===== src/rtl/vga_fb_reader_if.sv =====
// Frame-buffer RAM read port and CPU bank-swap handshake for vga_fb_reader.
// The master side is the display reader and the slave side is the RAM/CPU.
interface vga_fb_reader_if #(
  parameter int ADDR_W = 16
);
  logic              mem_rd_en;
  logic [ADDR_W:0]   mem_addr;
  logic [7:0]        mem_rd_data;
  logic              swap_req;
  logic              swap_ack;

  modport master (
    output mem_rd_en, mem_addr, swap_ack,
    input  mem_rd_data, swap_req
  );

  modport slave (
    input  mem_rd_en, mem_addr, swap_ack,
    output mem_rd_data, swap_req
  );
endinterface


===== src/rtl/vga_fb_reader.sv =====
// 640x480@60 VGA timing plus a double-buffered frame-buffer reader with latency-aligned pins.
// Optional macro FB_RGB332_EN: treat RAM bytes as RGB332 instead of grayscale.
module vga_fb_reader #(
  parameter int          ADDR_W   = 16,
  parameter int          IMG_W    = 256,
  parameter int          IMG_H    = 256,
  parameter int          IMG_X0   = 192,
  parameter int          IMG_Y0   = 112,
  parameter int          RD_LAT   = 2,
  parameter logic [23:0] BG_COLOR = 24'h10A6ED
) (
  input  logic                   VGA_CLK_IN,
  input  logic                   rst,
  vga_fb_reader_if.master        fb,
  output logic                   frame_start,
  output logic                   o_hsync,
  output logic                   o_vsync,
  output logic                   VGA_CLK_OUT,
  output logic [7:0]             o_red,
  output logic [7:0]             o_green,
  output logic [7:0]             o_blue
);

  localparam logic [9:0] H_LAST = 10'd799;
  localparam logic [9:0] V_LAST = 10'd524;
  localparam logic [9:0] H_SYNC = 10'd96;
  localparam logic [9:0] V_SYNC = 10'd2;
  localparam logic [9:0] H_VIS0 = 10'd144;
  localparam logic [9:0] H_VIS1 = 10'd783;
  localparam logic [9:0] V_VIS0 = 10'd35;
  localparam logic [9:0] V_VIS1 = 10'd514;
  localparam logic [9:0] WIN_X0 = 10'(144 + IMG_X0);
  localparam logic [9:0] WIN_X1 = 10'(144 + IMG_X0 + IMG_W - 1);
  localparam logic [9:0] WIN_Y0 = 10'(35 + IMG_Y0);
  localparam logic [9:0] WIN_Y1 = 10'(35 + IMG_Y0 + IMG_H - 1);
  localparam logic [ADDR_W-1:0] LAST_PIX = ADDR_W'(IMG_W * IMG_H - 1);

  generate
    if (IMG_X0 + IMG_W > 640 || IMG_Y0 + IMG_H > 480) begin : g_bad_window
      $error("vga_fb_reader: image window extends past the visible area");
    end
    if (RD_LAT < 1 || RD_LAT > 4) begin : g_bad_lat
      $error("vga_fb_reader: RD_LAT must be 1..4");
    end
    if (IMG_W * IMG_H > 2 ** ADDR_W) begin : g_bad_addr
      $error("vga_fb_reader: image does not fit in one bank");
    end
  endgenerate

  typedef struct packed {
    logic hs;
    logic vs;
    logic vis;
    logic win;
  } flags_t;

  logic [9:0]          cx, cy;
  logic [ADDR_W-1:0]   pix_addr;
  logic                bank;
  logic                at_origin, at_last;
  flags_t              flags;
  flags_t [RD_LAT:0]   pipe;
  logic [23:0]         win_rgb;

  assign VGA_CLK_OUT = VGA_CLK_IN;
  assign at_origin   = (cx == '0) && (cy == '0);
  assign at_last     = (cx == H_LAST) && (cy == V_LAST);
  // Counters sit at (0,0) during reset, so gate the pulse to keep outputs low.
  assign frame_start = at_origin && !rst;

  // NOTE: every field is assigned on every pass, so no latch can be inferred.
  always_comb begin
    flags.hs  = cx < H_SYNC;
    flags.vs  = cy < V_SYNC;
    flags.vis = (cx >= H_VIS0) && (cx <= H_VIS1) && (cy >= V_VIS0) && (cy <= V_VIS1);
    flags.win = flags.vis && (cx >= WIN_X0) && (cx <= WIN_X1)
                && (cy >= WIN_Y0) && (cy <= WIN_Y1);
  end

  // NOTE: non-blocking assignments keep every register sampling pre-edge values.
  always_ff @(posedge VGA_CLK_IN or posedge rst) begin
    if (rst) begin
      cx <= '0;
      cy <= '0;
    end else if (cx == H_LAST) begin
      cx <= '0;
      cy <= (cy == V_LAST) ? '0 : cy + 1'b1;
    end else begin
      cx <= cx + 1'b1;
    end
  end

  // Bank toggles on the edge into (0,0); earlier reads already carry the old bank.
  always_ff @(posedge VGA_CLK_IN or posedge rst) begin
    if (rst) begin
      pix_addr     <= '0;
      bank         <= 1'b0;
      fb.mem_rd_en <= 1'b0;
      fb.mem_addr  <= '0;
      fb.swap_ack  <= 1'b0;
    end else begin
      fb.mem_rd_en <= flags.win;
      fb.mem_addr  <= {bank, pix_addr};
      fb.swap_ack  <= at_last && fb.swap_req;
      if (at_last && fb.swap_req) bank <= ~bank;
      if (at_origin) pix_addr <= '0;
      else if (flags.win && pix_addr != LAST_PIX) pix_addr <= pix_addr + 1'b1;
    end
  end

  // NOTE: the flag delay line is small and visible at the pins, so it is reset too.
  always_ff @(posedge VGA_CLK_IN or posedge rst) begin
    if (rst) pipe <= '0;
    else     pipe <= {pipe[RD_LAT-1:0], flags};
  end

`ifdef FB_RGB332_EN
  assign win_rgb = {fb.mem_rd_data[7:5], fb.mem_rd_data[7:5], fb.mem_rd_data[7:6],
                    fb.mem_rd_data[4:2], fb.mem_rd_data[4:2], fb.mem_rd_data[4:3],
                    {4{fb.mem_rd_data[1:0]}}};
`else
  assign win_rgb = {3{fb.mem_rd_data}};
`endif

  always_ff @(posedge VGA_CLK_IN or posedge rst) begin
    if (rst) begin
      o_hsync <= 1'b0;
      o_vsync <= 1'b0;
      {o_red, o_green, o_blue} <= '0;
    end else begin
      o_hsync <= pipe[RD_LAT].hs;
      o_vsync <= pipe[RD_LAT].vs;
      if (pipe[RD_LAT].win)      {o_red, o_green, o_blue} <= win_rgb;
      else if (pipe[RD_LAT].vis) {o_red, o_green, o_blue} <= BG_COLOR;
      else                       {o_red, o_green, o_blue} <= '0;
    end
  end

endmodule


===== src/flat_wrapper.sv =====
// flat-port wrapper written by rule: the top's interface ports become plain ports
module vga_fb_reader_flat 
#(
  parameter int          ADDR_W   = 16,
  parameter int          IMG_W    = 256,
  parameter int          IMG_H    = 256,
  parameter int          IMG_X0   = 192,
  parameter int          IMG_Y0   = 112,
  parameter int          RD_LAT   = 2,
  parameter logic [23:0] BG_COLOR = 24'h10A6ED
)
  (VGA_CLK_IN, rst, frame_start, o_hsync, o_vsync, VGA_CLK_OUT, o_red, o_green, o_blue, fb_mem_rd_en, fb_mem_addr, fb_swap_ack, fb_mem_rd_data, fb_swap_req);
  vga_fb_reader_if #(.ADDR_W(ADDR_W)) fb_i ();
  input  logic VGA_CLK_IN;
  input  logic rst;
  output logic frame_start;
  output logic o_hsync;
  output logic o_vsync;
  output logic VGA_CLK_OUT;
  output logic [7:0] o_red;
  output logic [7:0] o_green;
  output logic [7:0] o_blue;
  output wire logic [$bits(fb_i.mem_rd_en)-1:0] fb_mem_rd_en;
  output wire logic [$bits(fb_i.mem_addr)-1:0] fb_mem_addr;
  output wire logic [$bits(fb_i.swap_ack)-1:0] fb_swap_ack;
  input wire logic [$bits(fb_i.mem_rd_data)-1:0] fb_mem_rd_data;
  input wire logic [$bits(fb_i.swap_req)-1:0] fb_swap_req;
  assign fb_mem_rd_en = fb_i.mem_rd_en;
  assign fb_mem_addr = fb_i.mem_addr;
  assign fb_swap_ack = fb_i.swap_ack;
  assign fb_i.mem_rd_data = fb_mem_rd_data;
  assign fb_i.swap_req = fb_swap_req;
  vga_fb_reader #(.ADDR_W(ADDR_W), .IMG_W(IMG_W), .IMG_H(IMG_H), .IMG_X0(IMG_X0), .IMG_Y0(IMG_Y0), .RD_LAT(RD_LAT), .BG_COLOR(BG_COLOR)) u_core (.VGA_CLK_IN(VGA_CLK_IN), .rst(rst), .fb(fb_i), .frame_start(frame_start), .o_hsync(o_hsync), .o_vsync(o_vsync), .VGA_CLK_OUT(VGA_CLK_OUT), .o_red(o_red), .o_green(o_green), .o_blue(o_blue));
endmodule

===== config.mk =====
export PLATFORM = sky130hd
export DESIGN_NAME = vga_fb_reader_flat
export DESIGN_NICKNAME = d
export VERILOG_FILES = /design/src/rtl/vga_fb_reader_if.sv /design/src/rtl/vga_fb_reader.sv /design/src/flat_wrapper.sv
export SDC_FILE = /design/constraint.sdc
export NUM_CORES = 1
export LEC_CHECK = 0
export CORE_MARGIN = 8
export CORE_UTILIZATION = 48
export CTS_CLUSTER_SIZE = 40
export DETAILED_ROUTE_END_ITERATION = 16
export PLACE_DENSITY_LB_ADDON = 0.25
export SETUP_SLACK_MARGIN = 0.4
export SLEW_MARGIN = 20
export SYNTH_ARGS = -nofsm -noshare
export SYNTH_HDL_FRONTEND = slang
export SYNTH_SLANG_ARGS = --single-unit

===== constraint.sdc =====
create_clock -name VGA_CLK_IN -period 3 [get_ports VGA_CLK_IN]
set_input_delay 0.6 -clock VGA_CLK_IN [delete_from_list [all_inputs] [get_ports VGA_CLK_IN]]
set_output_delay 0.6 -clock VGA_CLK_IN [all_outputs]
set_load 0.05 [all_outputs]

=== After elaboration in Yosys (flattened, before gate mapping) ===
Index checks and enable logic that the tools add are counted.

* Flip-flop bits (word level): 93
* Output and inout bits: 47
* Bits of input ports: 11

* Reductions and logical operators: 16
* Add/sub/neg operators: 3
* Magnitude comparators: 10
* Bitwise logic cells: 1
* Equal/unequal tests: 3
* Multiplexer cells: 10

{| class="wikitable"
|+ Operator list
! kind !! number
|-
| 8-bit 2-to-1 mux || 5
|-
| 16-bit 2-to-1 mux || 2
|-
| 10-bit less-or-equal comparator, second input constant || 3
|-
| 10-bit by 1-bit adder with 10-bit output, second input constant || 2
|-
| 10-bit == test, second input constant || 2
|-
| 10-bit by 8-bit greater-or-equal comparator with 1-bit output, second input constant || 2
|-
| 10-bit logical NOT || 2
|-
| 10-bit 2-to-1 mux || 2
|-
| 16-bit by 1-bit adder with 16-bit output, second input constant || 1
|-
| 16-bit inequality test, second input constant || 1
|-
| 1-bit logical AND || 12
|-
| 10-bit by 6-bit greater-or-equal comparator with 1-bit output, second input constant || 1
|-
| 10-bit by 9-bit greater-or-equal comparator with 1-bit output, second input constant || 1
|-
| 10-bit by 9-bit less-or-equal comparator with 1-bit output, second input constant || 1
|-
| 10-bit by 2-bit < comparator with 1-bit output, second input constant || 1
|-
| 10-bit by 7-bit < comparator with 1-bit output, second input constant || 1
|-
| 5-bit 2-to-1 mux || 1
|-
| 2-bit nonzero test || 1
|-
| 1-bit logical NOT || 1
|-
| 1-bit NOT || 1
|}

=== Depth between registers and ports, before layout ===
* Word-level depth: 11
* Gate-level depth with buffers: 9
* Depth with buffers taken out: 7

==> results_dict.tcl <==
set metrics [dict create \
    finalSetupViolations 0 \
    pin_count 58 \
    tightestPinTransition_ns 0.559 \
    rr_startpoint "u_core.cx[5]" \
    clk_pin_slew_ns 0.08 \
    nets 415 \
    die_w_um 104 \
    grt_pass1_vias 2710 \
    critical-path-max-stage-delay_ns 0.56 \
    r2r-end "u_core.pix_addr[11]" \
    yosysUniqueCellTypes 48 \
    drt_iter0_markers 148 \
    antenna_found_initial 0 \
    cp.required_ns 2.40 \
    syn_nets 358 \
    die_h_um 104 \
    p_switching_uw 494 \
    clk_latency_ns 0.46 \
    gp_congestion 0.846 \
    peakVddDrop_v 0.000214 \
    rr_worst_depth 6 \
    crit_start "u_core.cy[6]" \
    cp_slowest_cell "or4_4" \
    wl_per_cell_um 15.3 \
    diodes 0 \
    p_int_uw 1720 \
    fin_tns_setup_ns 0 \
    critical_path_class "reg -> out" \
    hold_path_class "reg -> reg" \
    vias_per_cell 5.37 \
    firstDrtPassIters 4 \
    regToRegSetupSlack_ns 0.50 \
    p_seq_share_pct 51.6 \
    cp_max_fo 6 \
    syn_to_final_growth_pct 26.4 \
    p_sw_share_pct 22.3 \
    final_core_utilization_pct 61.6 \
    syn_area_um2 3710 \
    final_cells 505 \
    core.rowCount 32 \
    drt_drc_violations_left 0 \
    synth_seq_area_share_pct 57.4 \
    synthArstFlopShare_pct 100 \
    fin_crit_ns 2.67 \
    period_share_pct 89.0 \
    slew_viol_final 0 \
    worstPathArrival_ns 2.07 \
    dpl_worst_slack_ns 0.228 \
    core-area_um2 7610 \
    critPathCaptureType "primary output" \
    ys_warn_count 0 \
    overflow 0 \
    ant_nets 0 \
    power.total_uw 2220 \
    p_leak_uw 0.00207 \
    grt_pass1_wl_um 13400 \
    maxSlewHeadroom_pct 61.8 \
    synthCells 341 \
    power_frac_clock_pct 46.6 \
    cap_violations 0 \
    path_cells "or4_4 -> nor4_4 -> nand3_2 -> nor2_4 -> buf_12" \
    grt_max_degree 44 \
    ys_ff_latch 85 \
    hold_path_depth 0 \
    grt_use_total_pct 15.2 \
    cts_tree "done" \
    comb_power_share_pct 1.8 \
    dp_cells 482 \
    drive_above_1_share_pct 11.9 \
    synth_edf_count 0 \
    min_to "u_core.o_hsync" \
    synth-main-ff-cell "dfrtp_1" \
    wl_um 7740 \
    post-dp-hpwl_um 5320 \
    hold_viol 0 \
    hold_start "u_core.pipe[11]" \
    finalClockSkew_ns 0.0121 \
    avgSynthCellArea_um2 10.9 \
    start_util_pct 48.7 \
    status "finished clean" \
    fin_ws_ns 0.331 \
    grt_setup_unrepaired "true" \
    die_area_um2 10800 \
    start_kind "register" \
    fmax_mhz 375 \
    power_density_nw_per_um2 473 \
    io_buffer_count 57 \
    vias 2714 \
]
==> synthesized netlist by cell type, types with 2 or more instances <==
cell type  instances  area, um2
a2111oi_0          5       43.8
a211oi_1           2       15.0
a21boi_0           2       15.0
a21oi_1            2       10.0
a31oi_1            4       25.0
and2_1             8       50.1
and3_1             4       25.0
and4_1             4       35.0
buf_4              9       67.6
clkbuf_1          12       45.0
dfrtp_1           85       2130
ha_1               6       75.1
inv_1             12       45.0
mux2i_1           13        130
nand2_1           38        143
nand2b_1          14       87.6
nand3_1           15       75.1
nand4_1           10       62.6
nor2_1            16       60.1
nor2b_1            6       37.5
nor3_1            10       50.1
nor4_1             5       31.3
o2111ai_1          3       26.3
o211ai_1           2       15.0
o21ai_0           11       55.1
o31ai_1            5       37.5
or2_2              2       12.5
or4_1              6       45.0
xnor2_1            6       52.6
xor2_1             6       52.6
==> logic make-up (layout without fill, tap and decap cells) <==
logic type | after synthesis | in the layout | synth area share (%)
AND/OR/NAND/NOR | 143 | 143 | 20.6
multiplexers | 13 | 13 | 3.51
adder cells (fa/ha/maj) | 6 | 6 | 2.03
AO/OA/AOI/OAI | 45 | 45 | 8.71
buffers and inverters | 37 | 99 | 4.93
flip-flops | 85 | 85 | 57.4
XOR/XNOR | 12 | 12 | 2.84
==> per-layer routing <==
metal | part of all wire (%) | GRT usage, % | vias to the layer above
met5 | 0 | 0 | -
met3 | 5.8 | 4.71 | 4
li1 | - | - | 1307
met4 | 1.0 | 9.41 | 0
met1 | 46 | 18.8 | 1331
met2 | 47 | 22.8 | 72
==> cells in the final DEF, fill, tap and decap left out, types with 3 or more instances in the layout <==
| cell | instances |
|---|---|
| dfrtp_1 | 80 |
| clkdlybuf4s50_1 | 55 |
| nand2_1 | 38 |
| nor2_1 | 15 |
| nand2b_1 | 14 |
| nand3_1 | 14 |
| mux2i_1 | 13 |
| clkbuf_8 | 12 |
| o21ai_0 | 11 |
| inv_1 | 11 |
| nand4_1 | 10 |
| nor3_1 | 10 |
| buf_4 | 10 |
| and2_1 | 8 |
| nor2b_1 | 6 |
| xor2_1 | 6 |
| xnor2_1 | 6 |
| ha_1 | 6 |
| a2111oi_0 | 5 |
| o31ai_1 | 5 |
| dfrtp_2 | 5 |
| or4_1 | 4 |
| a31oi_1 | 4 |
| and4_1 | 4 |
| and3_1 | 4 |
| o2111ai_1 | 3 |
| nor4_1 | 3 |
==> worst max-delay path, delay by kind of cell, from the launching register on <==
kind | cells | cell delay [ns]
buffers and inverters | 1 | 0.14
DFF | 1 | 0.45
and+or+nand+nor | 4 | 1.04
==> power by group through the flow <==
| stage | Combinational [uW] | Sequential [uW] | Clock [uW] |
|---|---|---|---|
| finish | 39.5 | 1140 | 1030 |
| detailed placement | 41.7 | 1170 | 76.9 |
| floorplan | 17.0 | 1170 | 71.9 |
| CTS | 41.8 | 1140 | 1070 |
| global route | 46.0 | 1140 | 1110 |
| global placement | 40.8 | 1170 | 76.9 |
==> worst max path at each step <==
stage                     depth (start not counted)           to
after CTS                                         5  frame_start
after floorplan                                   6  frame_start
after global routing                              5  frame_start
after detailed placement                          1  VGA_CLK_OUT
final                                             5  frame_start
after global placement                            1  VGA_CLK_OUT
==> per-stage QoR <==
step	hold slack (ns)	area [um2]
floorplan	0.331	3720
CTS	0.355	4690
global placement	0.332	4350
detailed placement	0.335	4350
finish	0.352	4680
global route	0.356	4680
==> cell type report <==
cell class / count / area (um2)
fill: 622 / 2920
sequential: 85 / 2130
multi-input combinational: 219 / 1450
timing repair buffer: 67 / 666
clock buffer: 14 / 174
tap: 102 / 128
clock inverter: 6 / 87.6
inverter: 12 / 48.8
==> timing repair <==
action                                  in CTS  in global routing
hold endpoints to repair                     0                  0
endpoints found under the setup margin       2                  2
pin swaps                                    4                  3
hold buffers                                 0                  0
gates resized for setup                     12                  3
cloned                                       0                  0
buffers inserted                             4                  0
==> state kept, by name, summed over array words and instances (netlist names) <==
signal               count
u_core.pipe             11
u_core.o_hsync           1
u_core.o_blue            4
u_core.o_green           4
u_core.cy               10
u_core.fb.mem_rd_en      1
u_core.o_vsync           1
u_core.fb.swap_ack       1
u_core.o_red             8
u_core.bank              1
u_core.cx               10
u_core.pix_addr         16
u_core.fb.mem_addr      17
Power figures use the tool's default switching activity.
